==> src/rtl/video_pkg.sv <==
// rtl/video_pkg.sv - shared video timing defaults, reader states and Wishbone cycle-type codes
package video_pkg;

   localparam int HDISP_DEF = 800;
   localparam int VDISP_DEF = 480;

   typedef enum logic [1:0] {
      IDLE = 2'd0,
      HOLD = 2'd1,
      READ = 2'd2
   } state_t;

   localparam logic [2:0] CTI_CLASSIC = 3'b000;
   localparam logic [2:0] CTI_INCR    = 3'b010;
   localparam logic [2:0] CTI_EOB     = 3'b111;

endpackage

==> src/rtl/frame_reader_if.sv <==
// rtl/frame_reader_if.sv - Wishbone read bus between frame_reader and the SDRAM controller
interface frame_reader_if;

   logic        cyc;
   logic        stb;
   logic        we;
   logic [31:0] adr;
   logic [3:0]  sel;
   logic [2:0]  cti;
   logic [1:0]  bte;
   logic        ack;
   logic        err;
   logic [31:0] dat_sm;

   modport master (
      output cyc, stb, we, adr, sel, cti, bte,
      input  ack, err, dat_sm
   );

   modport slave (
      input  cyc, stb, we, adr, sel, cti, bte,
      output ack, err, dat_sm
   );

endinterface

==> src/rtl/frame_reader_addr_gen.sv <==
// rtl/frame_reader_addr_gen.sv - frame word index counter with wrap, clear and end-of-frame/burst flags
module frame_addr_gen #(
   parameter  int NWORDS    = 384000,
   parameter  int BURST_LEN = 8,
   localparam int IW        = $clog2(NWORDS)
) (
   input  logic          sys_clk,
   input  logic          sys_rst_n,
   input  logic          inc,
   input  logic          clr,
   output logic [IW-1:0] index,
   output logic          last_word,
   output logic          last_in_burst
);

   assign last_word     = (index == IW'(NWORDS - 1));
   // Bursts are aligned to BURST_LEN words from the frame start, so the
   // position inside a burst is simply the index modulo the burst length.
   assign last_in_burst = ((32'(index) % 32'(BURST_LEN)) == 32'(BURST_LEN - 1));

   // Advance on each terminated word, wrapping at frame end; clear has priority.
   always_ff @(posedge sys_clk or negedge sys_rst_n) begin
      if (!sys_rst_n) begin
         index <= '0;
      end else if (clr) begin
         index <= '0;
      end else if (inc) begin
         index <= last_word ? '0 : index + IW'(1);
      end
   end

endmodule

==> src/rtl/frame_reader.sv <==
// rtl/frame_reader.sv - Wishbone framebuffer reader feeding the pixel FIFO (burst mode: FRAME_READER_BURST_EN)
module frame_reader
   import video_pkg::*;
#(
   parameter int          HDISP     = HDISP_DEF,
   parameter int          VDISP     = VDISP_DEF,
   parameter logic [31:0] BASE_ADR  = 32'h0,
   parameter int          BURST_LEN = 8
) (
   input  logic                  sys_clk,
   input  logic                  sys_rst_n,
   input  logic                  enable,
   frame_reader_if.master        wshb,
   output logic [31:0]           fifo_wdata,
   output logic                  fifo_write,
   input  logic                  fifo_walmost_full,
   output logic                  frame_done,
   output logic [7:0]            err_cnt
);

   localparam int NWORDS = HDISP * VDISP;
   localparam int IW     = $clog2(NWORDS);

`ifdef FRAME_READER_BURST_EN
   localparam bit BURST_MODE = 1'b1;
`else
   localparam bit BURST_MODE = 1'b0;
`endif

   // Classic mode is a burst of one word, so the FSM needs no mode split.
   localparam int BURST_EFF = BURST_MODE ? BURST_LEN : 1;

   state_t          state;
   state_t          next_state;
   logic            term;
   logic            last_word;
   logic            last_in_burst;
   logic [IW-1:0]   index;

   assign term = (state == READ) && (wshb.ack || wshb.err);

   frame_addr_gen #(
      .NWORDS    (NWORDS),
      .BURST_LEN (BURST_EFF)
   ) u_addr_gen (
      .sys_clk       (sys_clk),
      .sys_rst_n     (sys_rst_n),
      .inc           (term),
      .clr           (next_state == IDLE),
      .index         (index),
      .last_word     (last_word),
      .last_in_burst (last_in_burst)
   );

   assign wshb.we  = 1'b0;
   assign wshb.sel = 4'hF;
   assign wshb.bte = 2'b00;
   assign wshb.adr = BASE_ADR + 32'({index, 2'b00});

   // State register.
   always_ff @(posedge sys_clk or negedge sys_rst_n) begin
      if (!sys_rst_n) begin
         state <= IDLE;
      end else begin
         state <= next_state;
      end
   end

   // Next state: a started read or burst always runs to its final termination.
   always_comb begin
      next_state = state;
      case (state)
         IDLE: begin
            if (enable) next_state = HOLD;
         end
         HOLD: begin
            if (!enable)                 next_state = IDLE;
            else if (!fifo_walmost_full) next_state = READ;
         end
         READ: begin
            if (term && last_in_burst) next_state = enable ? HOLD : IDLE;
         end
         default: next_state = IDLE;
      endcase
   end

   // Bus outputs decoded from state.
   always_comb begin
      wshb.cyc = 1'b0;
      wshb.stb = 1'b0;
      wshb.cti = CTI_CLASSIC;
      if (state == READ) begin
         wshb.cyc = 1'b1;
         wshb.stb = 1'b1;
         if (BURST_MODE) wshb.cti = last_in_burst ? CTI_EOB : CTI_INCR;
      end
   end

   // Register each terminated word into the FIFO; errored words become black pixels.
   always_ff @(posedge sys_clk or negedge sys_rst_n) begin
      if (!sys_rst_n) begin
         fifo_write <= 1'b0;
         fifo_wdata <= 32'h0;
         frame_done <= 1'b0;
         err_cnt    <= 8'h0;
      end else begin
         fifo_write <= term;
         frame_done <= term && last_word;
         if (term) fifo_wdata <= wshb.err ? 32'h0 : wshb.dat_sm;
         if (term && wshb.err && (err_cnt != 8'hFF)) err_cnt <= err_cnt + 8'd1;
      end
   end

endmodule

==> src/flat_wrapper.sv <==
// flat-port wrapper written by rule: the top's interface ports become plain ports
module frame_reader_flat import video_pkg::*;
#(
   parameter int          HDISP     = HDISP_DEF,
   parameter int          VDISP     = VDISP_DEF,
   parameter logic [31:0] BASE_ADR  = 32'h0,
   parameter int          BURST_LEN = 8
)
  (sys_clk, sys_rst_n, enable, fifo_wdata, fifo_write, fifo_walmost_full, frame_done, err_cnt, wshb_cyc, wshb_stb, wshb_we, wshb_adr, wshb_sel, wshb_cti, wshb_bte, wshb_ack, wshb_err, wshb_dat_sm);
  frame_reader_if wshb_i ();
  input  logic sys_clk;
  input  logic sys_rst_n;
  input  logic enable;
  output logic [31:0] fifo_wdata;
  output logic fifo_write;
  input  logic fifo_walmost_full;
  output logic frame_done;
  output logic [7:0] err_cnt;
  output wire logic [$bits(wshb_i.cyc)-1:0] wshb_cyc;
  output wire logic [$bits(wshb_i.stb)-1:0] wshb_stb;
  output wire logic [$bits(wshb_i.we)-1:0] wshb_we;
  output wire logic [$bits(wshb_i.adr)-1:0] wshb_adr;
  output wire logic [$bits(wshb_i.sel)-1:0] wshb_sel;
  output wire logic [$bits(wshb_i.cti)-1:0] wshb_cti;
  output wire logic [$bits(wshb_i.bte)-1:0] wshb_bte;
  input wire logic [$bits(wshb_i.ack)-1:0] wshb_ack;
  input wire logic [$bits(wshb_i.err)-1:0] wshb_err;
  input wire logic [$bits(wshb_i.dat_sm)-1:0] wshb_dat_sm;
  assign wshb_cyc = wshb_i.cyc;
  assign wshb_stb = wshb_i.stb;
  assign wshb_we = wshb_i.we;
  assign wshb_adr = wshb_i.adr;
  assign wshb_sel = wshb_i.sel;
  assign wshb_cti = wshb_i.cti;
  assign wshb_bte = wshb_i.bte;
  assign wshb_i.ack = wshb_ack;
  assign wshb_i.err = wshb_err;
  assign wshb_i.dat_sm = wshb_dat_sm;
  frame_reader #(.HDISP(HDISP), .VDISP(VDISP), .BASE_ADR(BASE_ADR), .BURST_LEN(BURST_LEN)) u_core (.sys_clk(sys_clk), .sys_rst_n(sys_rst_n), .enable(enable), .wshb(wshb_i), .fifo_wdata(fifo_wdata), .fifo_write(fifo_write), .fifo_walmost_full(fifo_walmost_full), .frame_done(frame_done), .err_cnt(err_cnt));
endmodule
==> config.mk <==
export PLATFORM = sky130hd
export DESIGN_NAME = frame_reader_flat
export DESIGN_NICKNAME = d
export VERILOG_FILES = /design/src/rtl/video_pkg.sv /design/src/rtl/frame_reader_if.sv /design/src/rtl/frame_reader_addr_gen.sv /design/src/rtl/frame_reader.sv /design/src/flat_wrapper.sv
export SDC_FILE = /design/constraint.sdc
export NUM_CORES = 1
export LEC_CHECK = 0
export BUFFER_PORTS_ARGS = -buffer_cell sky130_fd_sc_hd__buf_2
export CORE_ASPECT_RATIO = 1.5
export CORE_MARGIN = 5
export CORE_UTILIZATION = 49
export DETAILED_ROUTE_END_ITERATION = 7
export PLACE_DENSITY = 0.88
export SETUP_SLACK_MARGIN = 0.02
export SYNTH_ARGS = -nofsm -noshare
export SYNTH_HDL_FRONTEND = slang
export SYNTH_SLANG_ARGS = --single-unit
==> constraint.sdc <==
create_clock -name sys_clk -period 2 [get_ports sys_clk]
set_clock_uncertainty 0.05 [all_clocks]
set_input_delay 0.2 -clock sys_clk [delete_from_list [all_inputs] [get_ports sys_clk]]
set_output_delay 0.2 -clock sys_clk [all_outputs]
set_load 0.01 [all_outputs]
Word level (Yosys, flattened, before mapping). Index checks and enable logic that the tools add are counted.

Memories kept: 0. Memory bits (read-only): 0. Bits in registers: 63. Output and inout bits: 86. RAM bits: 0. Bits in latches: 0. Input port bits: 38.

Magnitude comparators: 0. Equality and inequality tests: 4. Multiplexer cells: 11. Add/sub/neg operators: 2. Bitwise gates (word level): 0. Multiply operators: 0. Reductions and logical operators: 8. Shift-type cells: 0. Div/mod/pow operators: 0.

Operators by type and width (count): 19-bit 2-to-1 mux (3); 32-bit 2-to-1 mux (1); 19-bit by 1-bit adder with 19-bit output (second input constant) (1); 19-bit equality test (second input constant) (1); 8-bit by 1-bit adder with 8-bit output (second input constant) (1); 2-bit 2-to-1 mux (4); 8-bit != test (second input constant) (1); 2-bit case mux with 3 select lines (1); 1-bit logical AND (4); 2-bit logical NOT (2); 2-bit by 1-bit equality test with 1-bit output (second input constant) (1); 2-bit equality test (second input constant) (1); 1-bit 2-to-1 mux (2); 2-bit nonzero test (1); 1-bit logical OR (1).

Logic depth before layout (Yosys ltp). Gate-level depths: netlist of run 1.

Depth in word-level cells: 6. Gate-level depth with buffers: 6. Depth with buffers taken out: 6.

Cells and area by module. Synthesis of run 1 repeated with hierarchy kept, for this count alone.

Cell total of the unflattened synthesis: 293. Area total of the unflattened synthesis: 3176.8 sq um.

By module, submodules not included: frame_reader (cells each 152, area each 1935.6 sq um, instances 1, seq. area each 1101.1 sq um); frame_addr_gen (cells each 141, area each 1241.2 sq um, instances 1, seq. area each 475.5 sq um).

Worst setup path after synthesis of run 1. No wires, ideal clock.

Path kind: reg-to-reg. Start: register u_core.u_addr_gen.index[0]. End: register u_core.u_addr_gen.index[8]. Arrival time: 1541 ps. Setup time: 82 ps. Required time: 1868 ps. Path slack: 328 ps. Cell stages (with the launch flop): 7. Cell sequence: dfrtp_1 ha_1 nand3_1 nor3_4 nand3_2 or2_0 a31oi_1.

Longest elaborated chain between the ends: 4. Elaborated cells on any way between the ends: 5. Those cells by class: 1 x add/sub; 1 x eq/ne; 3 x mux.

RTL lines: from (decl) (RTL line frame_reader_addr_gen.sv:11) `output logic [IW-1:0] index,`; from (signal assigned) (RTL line frame_reader_addr_gen.sv:28) `index <= last_word ? '0 : index + IW'(1);`; 19-bit by 1-bit adder with 19-bit output / 19-bit equality test (equally long branches) (RTL line frame_reader_addr_gen.sv:28, frame_reader_addr_gen.sv:16); 19-bit 2-to-1 mux (*) (RTL line frame_reader_addr_gen.sv:28); 19-bit 2-to-1 mux (*) (RTL line frame_reader_addr_gen.sv:27) `end else if (inc) begin`; 19-bit 2-to-1 mux (*) (RTL line frame_reader_addr_gen.sv:25) `end else if (clr) begin`.

Mark *: on every way between the ends. The rest lies on a longest branch, timed or not. The select of a mux whose other input is x is not followed. A chain may end at the register's enable or synchronous reset.

Worst setup path after layout of run 1. Same ends and word-level chain as after synthesis.

==> results of run 1 <==
cell usage in the layout (no fill, tap or decap), types with 3 or more instances in the layout:
cell,count
and3_1,3
nand4_1,7
clkbuf_1,3
xor2_1,12
dfrtp_1,63
inv_1,6
conb_1,23
xnor2_1,6
o21ai_2,3
nand3_1,20
clkbuf_8,10
a21oi_1,3
buf_4,6
buf_2,100
o21ai_0,23
nor2_1,16
nand2_1,50
o21ai_1,10
nand2b_1,32
routing by layer:
layer | vias to the layer above | track usage, % | wire (um)
li1 | 1257 | - | -
met1 | 1185 | 21.9 | 2650
met2 | 106 | 28.9 | 3600
met3 | 12 | 4.61 | 659
met4 | 0 | 7.63 | 126
met5 | - | 0 | 0
layout make-up:
cell class                      instances  share of cell area, %
Sequential cell                        63                   40.6
Timing Repair Buffer                  108                   14.8
Tap cell                               76                   2.45
Clock inverter                          3                   1.10
Inverter                                7                  0.677
Multi-Input combinational cell        241                   36.5
Clock buffer                           13                   3.83
critical path, delay by kind of cell, from the launching register on:
kind | cells | cell delay, ns
and+or+nand+nor | 4 | 0.87
AOI/OAI and AO/OA | 1 | 0.16
adders and majority gates | 1 | 0.22
DFF | 1 | 0.42
registers in the layout, indices dropped and copies added (netlist names):
signal                   count
u_core.fifo_write            1
u_core.err_cnt               8
u_core.state                 2
u_core.frame_done            1
u_core.fifo_wdata           32
u_core.u_addr_gen.index     19
worst paths after layout:
check | startpoint | to | slack [ns] | cells past startpoint
max in group asynchronous | sys_rst_n | u_core.fifo_wdata[16]$_DFFE_PN0N_ | 0.85 | 3
hold reg to reg | u_core.fifo_wdata[6]$_DFFE_PN0N_ | u_core.fifo_wdata[6]$_DFFE_PN0N_ | 0.43 | 2
min in group asynchronous | sys_rst_n | u_core.u_addr_gen.index[5]$_DFFE_PN0P_ | 0.32 | 2
setup reg to reg | u_core.u_addr_gen.index[0]$_DFFE_PN0P_ | u_core.u_addr_gen.index[8]$_DFFE_PN0P_ | 0.20 | 6
setup / recovery | u_core.u_addr_gen.index[0]$_DFFE_PN0P_ | u_core.u_addr_gen.index[8]$_DFFE_PN0P_ | 0.20 | 6
hold / removal | wshb_dat_sm[19] | u_core.fifo_wdata[19]$_DFFE_PN0N_ | 0.05 | 3
logic make-up (layout without fill, tap and decap cells):
| logic type | Yosys count | after routing | synth area share (%) |
|---|---|---|---|
| simple gates | 147 | 147 | 25.6 |
| buf+inv | 44 | 131 | 8.46 |
| flops | 63 | 63 | 49.6 |
| compound gates | 51 | 51 | 10.4 |
| other cells | 2 | 23 | 0.236 |
| fa+ha+maj | 2 | 2 | 0.787 |
| xor+xnor | 18 | 18 | 4.96 |
report_power, final:
group          switching (W)  total, W  internal [W]
Sequential          0.000105   0.00155       0.00145
Clock               0.000467   0.00108      0.000609
Combinational       0.000350  0.000604      0.000254
Total               0.000922   0.00323       0.00231
through the flow:
stage | utilization (%) | worst slack (ns) | instances | power, W
floorplan | - | 0.328 | 348 | 0.00192
global placement | 57.6 | 0.279 | 494 | 0.00216
detailed placement | 57.6 | 0.202 | 494 | 0.00219
CTS | 60.7 | 0.184 | 511 | 0.00328
global route | 60.7 | 0.0465 | 511 | 0.00343
finish | 60.7 | 0.196 | 511 | 0.00323
==> results.sh, run 1 <==
export IMPL_min_period_ns=1.80
export IMPL_peakVddDrop_mv=0.502
export IMPL_n_antenna_cell=0
export IMPL_syn_inst=327
export IMPL_dieArea_sq_um=8230
export IMPL_slowest_delay_ns=0.42
export IMPL_grt_max_degree=53
export IMPL_synth_area_top_cells="dfrtp_1 50%, nand2b_1 6.3%, buf_4 6.1%, nand2_1 5.9%, o21ai_0 3.6%"
export IMPL_critical_path_slowest_cell="dfrtp_1"
export IMPL_coreArea_sq_um=6400
export IMPL_hold_slack_ns=0.0504
export IMPL_tns_ns=0
export IMPL_antenna_found_initial=0
export IMPL_ys_seq_area_share_pct=49.6
export IMPL_cts_root_buf="clkbuf_8"
export IMPL_synth_distinct_cells=46
export IMPL_die_h_um=109
export IMPL_path_max_fanout=8
export IMPL_post_cts_buffers=0
export IMPL_dp_hpwl_um=5460
export IMPL_ctsHtreeMaxLevel=3
export IMPL_initial_core_util_pct=49.7
export IMPL_clock_latency_ns=0.34
export IMPL_hold_viol=0
export IMPL_hold_path_class="input port to flip-flop"
export IMPL_synth_largest_area_cell="dfrtp_1"
export IMPL_fmax_ghz=0.554
export IMPL_avgRoutedWirePerCell_um=13.8
export IMPL_clk_path_buf_depth=2
export IMPL_grt_pass1_wl_um=11100
export IMPL_synth_seq_cells=63
export IMPL_final_area_sq_um=3880
export IMPL_ioPinCount=124
export IMPL_finalSetupViolCount=0
export IMPL_critical_path_cell_chain="ha_1, nand3_1, nor3_4, nand3_2, or2_0, a31oi_1"
export IMPL_ant_nets=0
export IMPL_synth_ff_type="dfrtp_1"
export IMPL_drc=0
export IMPL_required_ns=2.21
export IMPL_cts_sinks=63
export IMPL_nNetsFinal=470
export IMPL_path_class="flip-flop to flip-flop"
export IMPL_yosysWarnings=0
export IMPL_postCtsHoldBufs=1
export IMPL_status="finished clean"
export IMPL_synth_most_common_cell="dfrtp_1"
export IMPL_synth_edf_count=0
export IMPL_report_final_slew_viol_count=0
export IMPL_vias_per_cell=5.01
export IMPL_p_leak_nw=2.01
export IMPL_async_flop_share_pct=100
export IMPL_cts_buffers=9
export IMPL_synth_top_area_share_pct=49.6
export IMPL_grt_pass1_vias=2392
export IMPL_place_congestion=0.892
export IMPL_worst_pin_slew_ns=0.513
export IMPL_grt_overflow_total=0
export IMPL_relSlewSlack_pct=65.8
export IMPL_maxCapViolations=0
export IMPL_ctsResizeCount=0
export IMPL_synth_area_per_cell_sq_um=9.72
export IMPL_place_area_sq_um=3680
export IMPL_die_x_um=75.8
export IMPL_firstDrtPassIters=4
export IMPL_io_buffer_count=100
export IMPL_crit_arrival_ns=2.01
export IMPL_drtIter0Drc=87
export IMPL_setup_worst_path_start_class="flip-flop"
export IMPL_fill_cells=561
export IMPL_rsz0062_at_grt="false"
export IMPL_drive_gt1_share_pct=32.0
export IMPL_netlist_top_cells_count="63 x dfrtp_1, 50 x nand2_1, 32 x nand2b_1, 26 x buf_4, 23 x o21ai_0"
export IMPL_end_kind="flip-flop"
export IMPL_clkTransAtPathRegs_ns=0.07
export IMPL_multi_input_area_sq_um=1420
export IMPL_area_growth_syn_to_layout_pct=22.2
export IMPL_synth_area_sq_um=3180
export IMPL_period_share_pct=90.2
export IMPL_register_area_sq_um=1580
export IMPL_vias=2560
export IMPL_grt_usage_pct=17.8
export IMPL_rows=36
export IMPL_power_density_nw_per_um2=832
export IMPL_cts_tree="built"
export IMPL_drt_wl_total_um=7040
Power figures use the tool's default switching activity.
==> run 2: changes to the inputs <==
Settings changed: CORE_MARGIN 5 to default, TNS_END_PERCENT from default to 1.
==> run 2 against run 1 <==
Global-route usage up 2.6 points. Via count grew 0.43%. Hold slack improved by 0.0028 ns. Setup slack lost 0.040 ns. Sequential cell count did not move. Sequential share of layout area unchanged. Register-to-register slack got worse by 0.04 ns. Critical endpoint unchanged. Largest cell class unchanged.
==> results.sh, run 2 (same netlist as run 1, synthesis figures left out) <==
export IMPL_status="finished clean"
export IMPL_layout_common_cells="100 x buf_2, 63 x dfrtp_1, 50 x nand2_1"
export IMPL_reg2reg_depth=6
export IMPL_vias_per_cell=5.06
export IMPL_grt_usage_pct=20.4
export IMPL_r2r_setup_slack_ns=0.16
export IMPL_fmax_ghz=0.542
export IMPL_r2r_start="u_core.u_addr_gen.index[0]$_DFFE_PN0P_"
export IMPL_initial_core_util_pct=51.1
export IMPL_avgRoutedWirePerCell_um=12.9
export IMPL_area_growth_syn_to_layout_pct=22.2
export IMPL_power_density_nw_per_um2=823
export IMPL_rows=35
export IMPL_die_h_um=101
export IMPL_clk_path_buf_depth=2
export IMPL_drive_gt1_share_pct=32.3
export IMPL_vias=2571
export IMPL_grt_max_degree=65
export IMPL_dieArea_sq_um=6820
export IMPL_whs_endpoint="u_core.fifo_wdata[22]$_DFFE_PN0N_"
export IMPL_required_ns=2.20
export IMPL_crit_arrival_ns=2.04
export IMPL_grt_pass1_wl_um=10300
export IMPL_cts_tree="built"
export IMPL_die_x_um=67.8
export IMPL_cts_root_buf="clkbuf_8"
export IMPL_report_final_slew_viol_count=0
export IMPL_drc=0
export IMPL_finalSetupViolCount=0
export IMPL_post_cts_buffers=0
export IMPL_grt_pass1_vias=2364
export IMPL_n_antenna_cell=0
export IMPL_io_buffer_count=100
export IMPL_clkTransAtPathRegs_ns=0.07
export IMPL_nNetsFinal=469
export IMPL_mostFrequentLayoutCell="buf_2"
export IMPL_fill_cells=531
export IMPL_regToRegEndpoint="u_core.u_addr_gen.index[8]$_DFFE_PN0P_"
export IMPL_setup_worst_path_start_class="flip-flop"
export IMPL_p_leak_nw=2.01
export IMPL_maxCapViolations=0
export IMPL_grt_overflow_total=0
export IMPL_place_congestion=0.881
export IMPL_min_period_ns=1.84
export IMPL_finalPower_w=0.00320
export IMPL_hold_start="wshb_dat_sm[22]"
export IMPL_hold_path_class="input port to flip-flop"
export IMPL_drtIter0Drc=101
export IMPL_cts_buffers=9
export IMPL_ant_nets=0
export IMPL_tns_ns=0
export IMPL_period_share_pct=92.2
export IMPL_top_register="u_core.fifo_wdata"
export IMPL_antenna_found_initial=0
export IMPL_peakVddDrop_mv=0.490
export IMPL_dp_hpwl_um=4790
export IMPL_end_kind="flip-flop"
export IMPL_coreArea_sq_um=6220
export IMPL_firstDrtPassIters=4
export IMPL_clock_latency_ns=0.34
export IMPL_path_max_fanout=8
export IMPL_largest_reg_flops=32
export IMPL_ctsHtreeMaxLevel=3
export IMPL_cts_sinks=63
export IMPL_rsz0062_at_grt="false"
export IMPL_hold_viol=0
export IMPL_path_class="flip-flop to flip-flop"
export IMPL_drt_wl_total_um=6540
export IMPL_reg_top3="u_core.fifo_wdata: 32 flops, u_core.u_addr_gen.index: 19 flops, u_core.err_cnt: 8 flops"
export IMPL_holdPathStages=3
export IMPL_ioPinCount=124
-- run 2: cell count changes in the layout (fill, tap and decap cells not counted), sizes merged --
cell and delta:
clkinv +3, buf -1, clkbuf -3
-- run 2: power by group --
| group | leakage, nW | internal, W | switching [W] |
|---|---|---|---|
| logic | 1.07 | 0.000256 | 0.000341 |
| registers | 0.849 | 0.00145 | 0.000105 |
| clock network | 0.0960 | 0.000571 | 0.000479 |
-- run 2: worst max-delay path by stage --
stage                                                       from                                     end  slack, ns  depth (start not counted)
final                     u_core.u_addr_gen.index[0]$_DFFE_PN0P_  u_core.u_addr_gen.index[8]$_DFFE_PN0P_       0.16                          6
after global routing      u_core.u_addr_gen.index[0]$_DFFE_PN0P_  u_core.u_addr_gen.index[8]$_DFFE_PN0P_       0.07                          6
after CTS                 u_core.u_addr_gen.index[0]$_DFFE_PN0P_  u_core.u_addr_gen.index[8]$_DFFE_PN0P_       0.13                          6
after detailed placement  u_core.u_addr_gen.index[0]$_DFFE_PN0P_  u_core.u_addr_gen.index[8]$_DFFE_PN0P_       0.15                          6
after global placement    u_core.u_addr_gen.index[0]$_DFFE_PN0P_  u_core.u_addr_gen.index[8]$_DFFE_PN0P_       0.29                          6
after floorplan           u_core.u_addr_gen.index[0]$_DFFE_PN0P_  u_core.u_addr_gen.index[8]$_DFFE_PN0P_       0.33                          6
-- run 2: critical path, stage by stage, from the launching register on --
cell	delay, ns
dfrtp_1	0.42
ha_1	0.22
nand3_1	0.17
nor3_4	0.35
nand3_2	0.13
or2_0	0.22
a31oi_1	0.20
-- run 2: cell type report --
type                    count  area, sq um  area share (%)
clock inverters             6         61.3            1.58
well taps                  74         92.6            2.38
flip-flops and latches     63         1580            40.6
inverters                   7         26.3           0.677
multi-input cells         241         1420            36.5
repair buffers            107          581            14.9
clock buffers              10          128            3.29
-- run 2: timing repair --
| item | in CTS | in global routing |
|---|---|---|
| setup endpoints to repair | 0 | 1 |
| endpoints found under the hold margin | 63 | 0 |
| resized for setup | 0 | 0 |
| hold buffers | 1 | 0 |
-- run 2: per-layer routing --
layer | wire length (um) | share of wire, % | GRT usage (%) | vias up
li1 | - | - | - | 1248
met1 | 2690 | 41 | 22.5 | 1185
met2 | 3300 | 50 | 34.2 | 119
met3 | 398 | 6.1 | 5.77 | 19
met4 | 150 | 2.3 | 11.1 | 0
met5 | 0 | 0 | 0 | -
-- run 2: through the flow --
stage	setup slack [ns]	utilization (%)	hold WS, ns	std cells	cell area [sq um]
2_1_floorplan	0.328	-	-0.146	348	3260
3_3_place_gp	0.286	59.3	0.182	491	3680
3_5_place_dp	0.148	59.3	0.188	491	3680
4_1_cts	0.131	62.5	0.0367	508	3880
5_1_grt	0.0695	62.5	0.0437	508	3880
6_report	0.156	62.5	0.0532	508	3880
